===== src/rtl/rr_onehot_arbiter.sv =====
// Edge-capturing request arbiter that feeds a one-hot grant into a 16-to-4 encoder.
// Define RR_ARB_EN for round-robin selection; otherwise fixed priority (lowest index wins).
module rr_onehot_arbiter #(
  parameter int N     = 16,
  parameter int PTR_W = 4
) (
  input  logic         clk,
  input  logic         rst_n,
  input  logic [N-1:0] req_in,
  input  logic         grant_ack,
  input  logic         clr_ovf,
  output logic [N-1:0] grant,
  output logic         grant_en,
  output logic [N-1:0] pending,
  output logic         overflow
);

  typedef enum logic [0:0] {
    IDLE  = 1'b0,
    GRANT = 1'b1
  } state_t;

  state_t             state, state_nx;
  logic [N-1:0]       req_d;
  logic [N-1:0]       rise;
  logic [N-1:0]       clr_mask;
  logic [N-1:0]       pending_nx;
  logic [N-1:0]       grant_nx;
  logic               grant_en_nx;
  logic               overflow_nx;
  logic [PTR_W-1:0]   sel;

`ifdef RR_ARB_EN
  logic [PTR_W-1:0]   ptr, ptr_nx;
  logic [PTR_W-1:0]   grant_idx, grant_idx_nx;

  // First set bit at or above start, wrapping past N-1 back to 0.
  function automatic logic [PTR_W-1:0] pick(input logic [N-1:0] vec,
                                            input logic [PTR_W-1:0] start);
    logic [PTR_W-1:0] idx;
    logic             found;
    pick  = start;
    found = 1'b0;
    for (int i = 0; i < N; i++) begin
      idx = start + PTR_W'(i);
      if (!found && vec[idx]) begin
        pick  = idx;
        found = 1'b1;
      end
    end
  endfunction
`else
  // Lowest set bit wins; scanning downward lets the lowest hit overwrite.
  function automatic logic [PTR_W-1:0] pick(input logic [N-1:0] vec);
    pick = {PTR_W{1'b0}};
    for (int i = N - 1; i >= 0; i--) begin
      if (vec[i]) begin
        pick = PTR_W'(i);
      end
    end
  endfunction
`endif

  // Next-state, grant, pending and overflow computation.
  always_comb begin
    rise        = req_in & ~req_d;
    clr_mask    = {N{1'b0}};
    state_nx    = state;
    grant_nx    = grant;
    grant_en_nx = grant_en;
`ifdef RR_ARB_EN
    sel          = pick(pending, ptr);
    ptr_nx       = ptr;
    grant_idx_nx = grant_idx;
`else
    sel          = pick(pending);
`endif
    case (state)
      IDLE: begin
        if (pending != {N{1'b0}}) begin
          grant_nx    = {{(N-1){1'b0}}, 1'b1} << sel;
          grant_en_nx = 1'b1;
          state_nx    = GRANT;
`ifdef RR_ARB_EN
          grant_idx_nx = sel;
`endif
        end else begin
          grant_nx    = {N{1'b0}};
          grant_en_nx = 1'b0;
        end
      end
      GRANT: begin
        if (grant_ack) begin
          clr_mask    = grant;
          grant_nx    = {N{1'b0}};
          grant_en_nx = 1'b0;
          state_nx    = IDLE;
`ifdef RR_ARB_EN
          ptr_nx      = grant_idx + {{(PTR_W-1){1'b0}}, 1'b1};
`endif
        end else begin
          state_nx = GRANT;
        end
      end
      default: begin
        grant_nx    = {N{1'b0}};
        grant_en_nx = 1'b0;
        state_nx    = IDLE;
      end
    endcase
    // A rise landing on the bit being acked re-arms it without counting as overflow.
    pending_nx = (pending & ~clr_mask) | rise;
    if ((rise & pending & ~clr_mask) != {N{1'b0}}) begin
      overflow_nx = 1'b1;
    end else if (clr_ovf) begin
      overflow_nx = 1'b0;
    end else begin
      overflow_nx = overflow;
    end
  end

  // State, capture and output registers.
  always_ff @(posedge clk or negedge rst_n) begin
    if (!rst_n) begin
      state    <= IDLE;
      req_d    <= {N{1'b0}};
      pending  <= {N{1'b0}};
      grant    <= {N{1'b0}};
      grant_en <= 1'b0;
      overflow <= 1'b0;
    end else begin
      state    <= state_nx;
      req_d    <= req_in;
      pending  <= pending_nx;
      grant    <= grant_nx;
      grant_en <= grant_en_nx;
      overflow <= overflow_nx;
    end
  end

`ifdef RR_ARB_EN
  // Round-robin pointer and index of the grant in flight.
  always_ff @(posedge clk or negedge rst_n) begin
    if (!rst_n) begin
      ptr       <= {PTR_W{1'b0}};
      grant_idx <= {PTR_W{1'b0}};
    end else begin
      ptr       <= ptr_nx;
      grant_idx <= grant_idx_nx;
    end
  end
`endif

endmodule


===== config.mk =====
export PLATFORM = sky130hd
export DESIGN_NAME = rr_onehot_arbiter
export DESIGN_NICKNAME = d
export VERILOG_FILES = /design/src/rtl/rr_onehot_arbiter.sv
export SDC_FILE = /design/constraint.sdc
export NUM_CORES = 1
export LEC_CHECK = 0
export ABC_AREA = 0
export CAP_MARGIN = 20
export CORE_UTILIZATION = 30
export CTS_CLUSTER_DIAMETER = 120
export DETAILED_ROUTE_END_ITERATION = 16
export SLEW_MARGIN = 20
export SYNTH_ARGS = -nofsm -noshare
export SYNTH_HDL_FRONTEND = slang
export SYNTH_SLANG_ARGS = --single-unit

===== constraint.sdc =====
create_clock -name clk -period 1.6 [get_ports clk]
set_clock_uncertainty 0.15 [all_clocks]
set_input_delay 0.24 -clock clk [delete_from_list [all_inputs] [get_ports clk]]
set_output_delay 0.24 -clock clk [all_outputs]
set_load 0.02 [all_outputs]

==> flow_results.org <==
** Logic synthesis
- Post-synthesis compound-gate area fraction :: roughly 18%
- The synthesized design contains 0 enable-type register cells.
- After synthesis, the largest family of logic cells by area is simple AND/OR/NAND/NOR gates.
- Multiplexer area fraction after synthesis :: 0%
- Synthesized netlist cell count :: between 200 and 250
- Of the total synthesized cell area, the portion taken by XOR and XNOR cells is 0%.
- The share of synthesized area in the top cell type comes to between 50% and 60%.
- Post-synth ARST share :: 100%
- Flip-flop cell with the highest count after synthesis :: dfrtp_1
- Fraction of the yosys area taken by sequential cells :: a little under three fifths
- After synthesis the cells add up to approximately 2300 sq um.
- Post-synthesis share of cell area spent on full adders, half adders and majority gates :: 0%
- Net count after synthesis :: approximately 230
- The synthesized design contains 51 register bits.
- Dividing the synthesized area by the synthesized cell count gives 10.8 sq um.
- In the post-synthesis netlist, the biggest area contributors are dfrtp_1 56%, nand2_1 6.1%, o21ai_0 3.5%.
- Count of unique library cells instantiated by Yosys :: 38
- Synthesized-area fraction occupied by and/or/nand/nor cells :: roughly a fifth
- Cell taking the most area after synthesis :: dfrtp_1
- For this run, the number of Yosys warnings is 0.

** Global route
- The number of antenna violations at the first check in global routing is 0.
- Global-route wire length before repair :: around 11,000 um
- Global routing used a little under a fifth of the available tracks across all layers.
- Overall overflow remaining after global route :: 0
- Largest net degree at the start of global routing :: 24
- Via count of the first global-routing pass :: about 2,100

** Layout
- Layout overhead on the synthesized area :: 61.5%
- Fraction of final layout cells with drive strength greater than 1 :: approximately two fifths
- Total Nets Final :: 358
- Top library cells by usage in the layout, fill and taps aside :: 56 x buf_4, 35 x nand2_1, 35 x dfrtp_1
- Summing all non-filler instances in the final layout gives an area of 3670 sq um.
- The filler cells instantiated in the layout total just over 700.
- Most common library cell in the layout ignoring fill and taps :: buf_4
- The number of antenna diodes in the final layout is 0.

** Worst setup path
- Data on the critical path is required at its endpoint by ~1.7 ns.
- At the worst endpoint, the arrival time is roughly 1.9 ns.
- Critical Path Fanout Max :: 6
- STA classifies the critical path endpoint as a flip-flop.
- The setup path with the least slack is of type flip-flop to flip-flop.
- The worst setup path is launched from a flip-flop.

** STA
- Summed negative setup slack over all endpoints :: -2.33 ns
- Setup violations remaining at the end of the flow were counted as 16.
- Top achievable clock speed :: 0.549 GHz
- The hold violation total from the final report is 0.
- The final number of max-transition violations was 0.
- At the pin with the least slew margin, the transition time is slightly below 0.5 ns.
- Share of the cycle needed by the critical path after routing :: 114%
- Worst rel slew slack :: between 60% and 70%
- The routed design could run at a clock period as short as 1.82 ns.
- Worst hold margin :: roughly 0.25 ns
- Setup repair after global routing could not meet its margin everywhere.
- After layout, the worst setup slack is -0.221 ns.

** Detailed routing
- In this run the remaining antenna-violating nets after routing total 0.
- Dividing the detail-routed wire length by the instance count gives about 16 um.
- The final layout contains routed wiring with a total length of between 6000 and 7000 um.
- Number of vias in the routed layout :: between 2,000 and 2,500
- DRT iter0 DRCs :: 93
- After detailed routing, the number of remaining DRC violations is 0.
- The first detailed-routing pass took 4 iterations.
- Vias per Instance :: around 4.8

** Place
- Dpl hpwl :: approximately 5000 um
- Number of buffer cells added on primary ports :: 53
- The placed instances occupy a cell area of 3400 sq um.
- At the placement stage, the worst setup path has a slack of -0.385 ns.
- Routability Congestion :: a little under 0.9

** Die
- For this design the top-level I/O count stands at between 50 and 60.
- Die width :: slightly below 90 um
- Core area :: approximately 7300 sq um
- Die ar. :: a little under 8000 sq um
- The initial utilization of the core area, before any placement, comes to a little under a third.
- Die Y :: just under 90 um
- Standard-cell rows :: 31

** Power
- Power spread over the standard cell area amounts to around 890 nW/um^2.
- Summed over all cells, the static leakage comes to around 1.8 nW.
- IR drop worst, VDD :: 0.586 mV

** Outcome
- Result of the run :: complete, but fails checks
- The checks that failed: negative setup slack.

** Clocking
- Clock tree synthesis inserted a total of 5 buffers.
- The longest clock path from root to sink contains 2 buffers.
- For the worst-skew pair, the clock arrives at the later sink with an insertion delay of a little over 0.3 ns.
- Clock H-tree levels :: 2
- The tree is rooted in a clkbuf_8.
- Clock Sink Count :: 51
- CTS tree :: built
- Post-CTS clock slew at the launch and capture registers of the worst setup and hold paths :: about 0.09 ns

** Min path
- The min-delay analysis places its worst path in the category input pin to flip-flop.

** Run
- Max-cap viol count :: 0
==> final cells by class <==
cell class / count / area, sq um / area share (%)
flip-flops and latches: 51 / 1300 / 35.3
repair buffers: 124 / 1060 / 28.9
multi-input cells: 136 / 1010 / 27.6
well taps: 99 / 124 / 3.38
clock buffers: 6 / 82.6 / 2.25
inverters: 20 / 77.6 / 2.11
clock inverters: 2 / 16.3 / 0.443
==> sequential cells by signal (all words and copies together), names as in the netlist <==
| signal | count |
|---|---|
| grant_en | 1 |
| state | 1 |
| overflow | 1 |
| grant | 16 |
| req_d | 16 |
| pending | 16 |
==> final timing paths <==
path	start	to	slack [ns]	depth (start not counted)
max reg2reg	pending[12]	grant[5]	-0.22	5
max in group asynchronous	rst_n	grant[7]	0.52	3
min reg2reg	req_d[4]	pending[4]	0.29	1
min	req_in[9]	req_d[9]	0.25	1
min in group asynchronous	rst_n	overflow	0.27	2
max	pending[12]	grant[5]	-0.22	5
==> metal layers <==
metal | vias to the layer above | wire length (um) | track usage (%) | part of all wire [%]
met1 | 1050 | 3120 | 25.0 | 45
met2 | 55 | 3370 | 30.8 | 49
met5 | - | 0 | 0 | 0
li1 | 1004 | - | - | -
met4 | 0 | 46 | 3.32 | 0.67
met3 | 6 | 344 | 4.34 | 5.0
==> synth_stat cells (2+ instances only) <==
| cell type | n |
|---|---|
| a22o_1 | 5 |
| a21o_1 | 4 |
| buf_2 | 2 |
| a21oi_2 | 2 |
| buf_6 | 2 |
| o21ai_1 | 3 |
| nor2_1 | 11 |
| nor4_4 | 2 |
| a2111oi_0 | 3 |
| dfrtp_1 | 51 |
| nor4_1 | 4 |
| a21oi_1 | 3 |
| nand2b_1 | 4 |
| nand4_1 | 2 |
| o21ai_0 | 16 |
| inv_1 | 20 |
| a32o_1 | 6 |
| nand2_1 | 37 |
| nand4b_1 | 7 |
| nand3_1 | 9 |
==> worst max-delay path, cell delays in order (launching register included) <==
cell      delay (ns)
dfrtp_2         0.45
buf_12          0.13
o311ai_4        0.33
a41oi_4         0.23
buf_12          0.19
a32o_1          0.23
==> where the power goes <==
group / switching (mW) / internal [mW] / leakage (nW)
clock: 0.436 / 0.354 / 0.0474
combinational: 0.533 / 0.454 / 1.17
sequential: 0.0997 / 1.39 / 0.576
==> repair_timing <==
action / in CTS / in global routing
setup buffers: 6 / 7
endpoints found under the setup margin: 50 / 32
hold buffers: 1 / 0
endpoints found under the hold margin: 15 / 0
gates resized for setup: 65 / 48
pin swaps: 10 / 14
==> metrics by stage <==
step | power [mW] | utilization [%] | instances
after floorplan | 1.92 | - | 211
after global placement | 2.45 | 46.6 | 418
after detailed placement | 2.46 | 46.6 | 418
after CTS | 3.25 | 49.1 | 432
after global routing | 3.44 | 50.3 | 438
final | 3.27 | 50.3 | 438
==> logic make-up (layout without fill, tap and decap cells) <==
logic type             after synthesis  after routing
and+or+nand+nor                     85             85
AOI/OAI and AO/OA                   51             51
DFF                                 51             51
buffers and inverters               24            152
(Power assumes the default switching activity.)
